===== src/rtl/pin_debounce_pkg.sv =====
// rtl/pin_debounce_pkg.sv - shared constants and width helpers for pin_debounce
package pin_debounce_pkg;

  localparam int DEFAULT_WIDTH = 8;
  localparam int DEFAULT_DEPTH = 2;
  localparam logic [DEFAULT_WIDTH-1:0] DEFAULT_RESET_VAL = '1;

  function automatic int clog2(input int value);
    int r;
    int v;
    r = 0;
    v = value - 1;
    while (v > 0) begin
      r = r + 1;
      v = v >> 1;
    end
    return r;
  endfunction

  // Counter must hold 0..DEPTH-1; sized from DEPTH+1 so DEPTH=1 still gets one bit.
  function automatic int cnt_w(input int depth);
    return clog2(depth + 1);
  endfunction

endpackage


===== src/rtl/pin_debounce_ch.sv =====
// rtl/pin_debounce_ch.sv - one debounce channel: disagreement counter, filtered output, edge pulses
module pin_debounce_ch
  import pin_debounce_pkg::*;
#(
  parameter int   DEPTH     = DEFAULT_DEPTH,
  parameter logic RESET_VAL = 1'b1
) (
  input  logic clk,
  input  logic reset_n,
  input  logic ena_i,
  input  logic bypass_i,
  input  logic sample_i,
  output logic dout_o,
  output logic rise_o,
  output logic fall_o,
  output logic flip_o
);

  localparam int CNT_W = cnt_w(DEPTH);
  localparam logic [CNT_W-1:0] CNT_LAST = CNT_W'(DEPTH - 1);

  logic [CNT_W-1:0] cnt_q, cnt_d;
  logic             dout_q, dout_d;
  logic             rise_q, rise_d;
  logic             fall_q, fall_d;

  always_comb begin
    cnt_d  = cnt_q;
    dout_d = dout_q;
    if (ena_i) begin
      if (bypass_i) begin
        dout_d = sample_i;
        cnt_d  = '0;
      end else if (sample_i == dout_q) begin
        cnt_d = '0;
      end else if (cnt_q == CNT_LAST) begin
        dout_d = sample_i;
        cnt_d  = '0;
      end else begin
        cnt_d = cnt_q + CNT_W'(1);
      end
    end
    rise_d = dout_d & ~dout_q;
    fall_d = ~dout_d & dout_q;
  end

  always_ff @(posedge clk or negedge reset_n) begin
    if (!reset_n) begin
      cnt_q  <= '0;
      dout_q <= RESET_VAL;
      rise_q <= 1'b0;
      fall_q <= 1'b0;
    end else begin
      cnt_q  <= cnt_d;
      dout_q <= dout_d;
      rise_q <= rise_d;
      fall_q <= fall_d;
    end
  end

  assign dout_o = dout_q;
  assign rise_o = rise_q;
  assign fall_o = fall_q;
  // Next-cycle pulse, so the top can register changed in step with rise/fall.
  assign flip_o = rise_d | fall_d;

endmodule


===== src/rtl/pin_debounce.sv =====
// rtl/pin_debounce.sv - multi-channel GPIO debouncer; PIN_DEBOUNCE_SYNC_EN adds a 2-flop input synchronizer
module pin_debounce
  import pin_debounce_pkg::*;
#(
  parameter int               WIDTH     = DEFAULT_WIDTH,
  parameter int               DEPTH     = DEFAULT_DEPTH,
  parameter logic [WIDTH-1:0] RESET_VAL = {WIDTH{1'b1}}
) (
  input  logic             clk,
  input  logic             reset_n,
  input  logic [WIDTH-1:0] din,
  input  logic             ena,
  input  logic [WIDTH-1:0] bypass,
  output logic [WIDTH-1:0] dout,
  output logic [WIDTH-1:0] rise,
  output logic [WIDTH-1:0] fall,
  output logic             changed
);

  logic [WIDTH-1:0] sample;
  logic [WIDTH-1:0] flip;
  logic             changed_q, changed_d;

`ifdef PIN_DEBOUNCE_SYNC_EN
  logic [WIDTH-1:0] sync1_q, sync2_q;

  // Free-running on clk so metastability settles regardless of the strobe rate.
  always_ff @(posedge clk or negedge reset_n) begin
    if (!reset_n) begin
      sync1_q <= RESET_VAL;
      sync2_q <= RESET_VAL;
    end else begin
      sync1_q <= din;
      sync2_q <= sync1_q;
    end
  end

  assign sample = sync2_q;
`else
  assign sample = din;
`endif

  for (genvar i = 0; i < WIDTH; i++) begin : g_ch
    pin_debounce_ch #(
      .DEPTH    (DEPTH),
      .RESET_VAL(RESET_VAL[i])
    ) u_ch (
      .clk     (clk),
      .reset_n (reset_n),
      .ena_i   (ena),
      .bypass_i(bypass[i]),
      .sample_i(sample[i]),
      .dout_o  (dout[i]),
      .rise_o  (rise[i]),
      .fall_o  (fall[i]),
      .flip_o  (flip[i])
    );
  end

  assign changed_d = |flip;

  always_ff @(posedge clk or negedge reset_n) begin
    if (!reset_n) begin
      changed_q <= 1'b0;
    end else begin
      changed_q <= changed_d;
    end
  end

  assign changed = changed_q;

endmodule


===== config.mk =====
export PLATFORM = sky130hd
export DESIGN_NAME = pin_debounce
export DESIGN_NICKNAME = d
export VERILOG_FILES = /design/src/rtl/pin_debounce_pkg.sv /design/src/rtl/pin_debounce_ch.sv /design/src/rtl/pin_debounce.sv
export SDC_FILE = /design/constraint.sdc
export NUM_CORES = 1
export LEC_CHECK = 0
export CAP_MARGIN = 20
export CORE_ASPECT_RATIO = 1.1
export CORE_MARGIN = 5
export CORE_UTILIZATION = 50
export CTS_CLUSTER_SIZE = 14
export DETAILED_ROUTE_END_ITERATION = 16
export GPL_ROUTABILITY_DRIVEN = 0
export PLACE_DENSITY = 0.79
export SYNTH_ARGS = -nofsm -noshare
export SYNTH_HDL_FRONTEND = slang
export SYNTH_SLANG_ARGS = --single-unit

===== constraint.sdc =====
create_clock -name clk -period 2.6 [get_ports clk]
set_input_delay 0.78 -clock clk [delete_from_list [all_inputs] [get_ports clk]]
set_output_delay 0.78 -clock clk [all_outputs]
set_load 0.005 [all_outputs]

# ---- Yosys cells after proc, flatten, opt, wreduce, memory -nomap -nowiden
# Index checks and enable logic that the tools add are counted.
# Widths: inputs -> output; s select.
dict set report totals {
  regBits 41
  inputBits 19
  out_inout_bits 25
}
dict set report classes {
  addsub 8
  eq_ne 16
  n_mux 56
  bitwise 40
  reduce_logical 1
}
# operator n
set op_table {}
lappend op_table {{$mux 2} 24}
lappend op_table {{$mux 1} 32}
lappend op_table {{$add 2x1->2 const B} 8}
lappend op_table {{$and 1x1->1} 16}
lappend op_table {{$eq 2x1->1 const B} 8}
lappend op_table {{$not 1->1} 16}
lappend op_table {{$eq 1x1->1} 8}
lappend op_table {{$or 1x1->1} 8}
lappend op_table {{$reduce_or 8->1} 1}

# ---- Depth between registers and ports, before layout
dict set report depth {
  depth_word 9
  ltp_mapped 6
  mapped_depth_nobuf 6
}

# ---- Hierarchy
# A second synthesis with hierarchy kept.
dict set report unflattened {
  hier_cells 164
  hier_area_um2 1883.1
}
# module n_inst cells_per_inst area_each_um2
set modules_own_cells {}
lappend modules_own_cells {pin_debounce_ch 8 20 230.2}
lappend modules_own_cells {pin_debounce 1 4 41.3}

# ---- Worst setup path after synthesis
# Ideal clock, no wire load.
dict set report synth_timing {
  path_kind {input port to flip-flop}
  from {input port bypass[2]}
  to {register changed_q, in the netlist changed}
  setup_ns 0.127
  arrival_ns 2.034
  setup_slack_ns 0.439
  stages 5
  path_buffers 0
  cell_sequence {o21ai_0 > mux2_2 > ha_1 > nand4_1 > or2_2}
}
dict set report synth_via {
  elab_chain_cells 6
}
# item line_no
set synth_rtl {}
lappend synth_rtl {{start: declaration} pin_debounce.sv:13} ;# input logic [WIDTH-1:0] bypass,
lappend synth_rtl {{$mux 1 (*)} pin_debounce_ch.sv:31} ;# if (bypass_i) begin
lappend synth_rtl {{$mux 1 (*)} pin_debounce_ch.sv:30} ;# if (ena_i) begin
lappend synth_rtl {{named net g_ch[2].u_ch.dout_d} pin_debounce_ch.sv:23} ;# logic dout_q, dout_d;
lappend synth_rtl {{$not 1->1} pin_debounce_ch.sv:44} ;# fall_d = ~dout_d & dout_q;
lappend synth_rtl {{$and 1x1->1} pin_debounce_ch.sv:44}
lappend synth_rtl {{$or 1x1->1 (*)} pin_debounce_ch.sv:65} ;# assign flip_o = rise_d | fall_d;
lappend synth_rtl {{$reduce_or 8->1 (*)} pin_debounce.sv:60} ;# assign changed_d = |flip;
lappend synth_rtl {{named net changed_d} pin_debounce.sv:22} ;# logic changed_q, changed_d;
lappend synth_rtl {{end signal: assignment} pin_debounce.sv:66} ;# changed_q <= changed_d;
lappend synth_rtl {{end: declaration} pin_debounce.sv:22}
# The timed path passes the listed nets; every way through them passes the cells marked *.
# A chain may end at the register's enable or synchronous reset.

# ---- Worst setup path after layout
dict set report layout_timing {
  from {input port ena}
  to {register changed_q, in the netlist changed}
}
dict set report layout_via {
  elab_chain_cells 5
}
# item line_no
set layout_rtl {}
lappend layout_rtl {{start: declaration} pin_debounce.sv:12} ;# input logic ena,
lappend layout_rtl {{$mux 1 (*)} pin_debounce_ch.sv:30}
lappend layout_rtl {{named net g_ch[4].u_ch.dout_d} pin_debounce_ch.sv:23}
lappend layout_rtl {{$not 1->1} pin_debounce_ch.sv:44}
lappend layout_rtl {{$and 1x1->1} pin_debounce_ch.sv:44}
lappend layout_rtl {{$or 1x1->1 (*)} pin_debounce_ch.sv:65}
lappend layout_rtl {{$reduce_or 8->1 (*)} pin_debounce.sv:60}
lappend layout_rtl {{named net changed_d} pin_debounce.sv:22}
# Marked as above.

==> metrics.md <==
| Metric | Value |
|---|---|
| Run status | completed |
| Sequential Area | a little over 0.001 mm^2 |
| Max Fclk | approximately 420 MHz |
| Routed wire length | 3478 um |
| CTS Buffer Depth | 2 |
| Worst-case vdd ir drop | 0.4389 mV |
| Core area | roughly 0.004 mm^2 |
| Final nets | 231 |
| CP Cell Sequence | clkdlybuf4s50_1 -> buf_4 -> o21ai_0 -> mux2_2 -> ha_1 -> nand4_1 -> or2_2 |
| Layout fillers | 314 |
| Largest net degree at the start of global routing | between 40 and 50 |
| Hold Vio Cnt, Final | 0 |
| Yosys warns | 0 |
| Largest cells by area after synthesis | dfrtp_1, dfstp_2, ha_1 |
| Initial Util | 51.19% |
| Sequential-to-total area share from yosys stat | 51.85% |
| Fin worst setup slack | 0.1977 ns |
| Net Count, Synth | approximately 200 |
| Pre-CTS setup slack | -0.1109 ns |
| Clk root buf | clkbuf_8 |
| Yosys top cell area share | 41.33% |
| Clk Latency, worst-skew pair | approximately 0.29 ns |
| Main synth FF type | dfrtp_1 |
| Resized cells post-CTS | 0 |
| PwrDens | about 740 mW/mm^2 |
| Yosys cell types | 21 |
| Crit path time final | approximately 2.4 ns |
| Final clock period utilization by the worst path | ~90% |
| Layout area overhead | 25.30% |
| Share of layout cells above drive strength 1 | 22.34% |
| Async S/R FF share, synth | 100.0% |
| Skew final | 0.008769 ns |
| Mapped Cells | 160 |
| Die W | 70.28 um |
| Post-synth EDFFs | 0 |
| Chip height | roughly 76 um |
| Most area-hungry cell type in the Yosys netlist | dfrtp_1 |
| Post-synthesis register bit count | 41 |
| Max-Cap Viols | 0 |
| Max stage delay on crit path | 0.42 ns |
| ANT nets after route | 0 |
| Num rows | 24 |
| Wire per inst | 13.97 um |
| Slowest cell on the critical path | clkdlybuf4s50_1 |
| CP arrival | 2.58 ns |
| Fin util | between 60% and 70% |
| PortBufs | 43 |
| Vias in the first global route | 1,325 |
| Ports | 44 |
| Most frequent cell after synthesis | dfrtp_1 |
| Initial antenna violation count | 0 |
| Post-DP HPWL | 2727 um |
| Worst Tran Pin Value | 0.8805 ns |
| Required time worst endpoint | ~2.8 ns |
| DR pass1 iterations | 4 |
| Worst Setup Start Kind | input port |
| CTS tree | done |
| Syn Area/Cell | approximately 12 um^2 |
| DR DRC count | 0 |
| WS Path Type | input port to flop |
| N_diodes | 0 |
| CP max FO | 8 |
| Lkg Pwr | 1.172 nW |
| Type of the most critical hold path | flop to flop |
| Clock sink count | 41 |
| CTS Hold Bufs | 0 |
| DR vias | roughly 1,200 |
| GR Overflow Total | 0 |
| Final Slew Violations | 0 |
| Worst setup EP type | flop |
| Post-CTS Setup Inserts | 0 |
| Final setup vio count | 0 |
| RSZ-0062 raised after global routing | false |
| Multi-input gate area | ~740 um^2 |
| Max_slew headroom | 41.30% |
| Initial DRC count | 66 |
| Clock Pin Slew Worst Setup and Hold Paths | approximately 0.08 ns |
| Die area | 0.005362 mm^2 |
| Total GRT Usage | ~14% |
| Cts bufs inserted | 5 |
| First-pass GRT wire length | 6182 um |
| Post-DR vias/cell | 4.799 |
| Htree depth | 2 |
| Synth top cells by count | dfrtp_1, buf_4, ha_1 |
| Cell Area, Synth | 0.001998 mm^2 |
cells in the final DEF (no fill, tap or decap):
cell type and instances:
dfrtp_1 33, o21ai_1 3, ha_1 16, mux2_2 13
bufinv_16 1, o21ai_2 1, inv_1 8, dfstp_2 8
clkbuf_8 6, clkdlybuf4s50_1 42, inv_2 1, nor3_1 6
buf_4 11, o21a_1 6, clkinvlp_4 1, or2_2 1
nand4_1 2, nand2_1 2, mux2i_1 8, xnor2_1 8
nor2b_1 8, a21boi_0 2, buf_2 1, mux2_1 1
or3_1 2, o21ai_0 6
per-layer routing:
layer,wire (um),up-vias,global-route usage [%]
li1,-,581,-
met4,35,0,3.448
met1,1406,581,16.06
met2,1875,28,25.37
met3,161,5,5.145
met5,0,-,0
report_power, final:
group	switching, mW	internal (mW)	total (mW)	leakage [nW]
clock network	0.221	0.312	0.533	0.0574
logic	0.181	0.300	0.481	0.599
registers	0.0746	0.760	0.834	0.516
total	0.477	1.37	1.85	1.17
flip-flops by register name (all words and copies together), names as in the netlist:
register,cells
g_ch.u_ch.cnt_q,16
g_ch.u_ch.dout_o,8
g_ch.u_ch.fall_o,8
g_ch.u_ch.rise_o,8
changed,1
final timing paths:
check                           slack, ns  cells past startpoint                    end             startpoint
worst min-delay path                 0.49                      1  g_ch[2].u_ch.cnt_q[1]  g_ch[2].u_ch.cnt_q[1]
worst min register to register       0.49                      1  g_ch[2].u_ch.cnt_q[1]  g_ch[2].u_ch.cnt_q[1]
worst max-delay path                 0.20                      7                changed                    ena
max in group asynchronous            1.44                      1  g_ch[5].u_ch.cnt_q[1]                reset_n
min in group asynchronous            0.60                      1    g_ch[4].u_ch.rise_o                reset_n
worst max register to register       0.61                      6                changed  g_ch[4].u_ch.cnt_q[0]
area by class of cell:
| cell class | instances | area share, % |
|---|---|---|
| Sequential cell | 41 | 41.38 |
| Clock inverter | 2 | 1.499 |
| Timing Repair Buffer | 54 | 20.29 |
| Clock buffer | 6 | 3.298 |
| Multi-Input combinational cell | 85 | 29.59 |
| Inverter | 9 | 1.349 |
| Tap cell | 52 | 2.599 |
cells by family after synthesis:
family,count (synthesis),share of synthesized area [%]
AOI/OAI and AO/OA,18,5.698
xor gates and xnor gates,8,3.507
adders and majority gates,16,10.02
buffers and inverters,34,11.08
DFF,41,51.85
muxes,22,11.90
and+or+nand+nor,21,5.949
critical path: cells and delay by family:
| family | cells | cell delay (ns) |
|---|---|---|
| buf+inv | 2 | 0.59 |
| mux | 1 | 0.39 |
| simple gates | 2 | 0.38 |
| fa+ha+maj | 1 | 0.30 |
| compound gates | 1 | 0.14 |
through the flow:
step / hold WS [ns] / instances / TNS, ns / instance area (um^2) / total power [mW]
floorplan: 0.4577 / 160 / 0 / 1998 / 1.144
global placement: 0.4684 / 241 / -0.06849 / 2384 / 1.313
detailed placement: 0.4770 / 241 / -0.1109 / 2384 / 1.337
CTS: 0.4962 / 249 / 0 / 2504 / 1.875
global route: 0.5209 / 249 / 0 / 2504 / 1.963
finish: 0.4942 / 249 / 0 / 2504 / 1.848
Power figures use the tool's default switching activity.
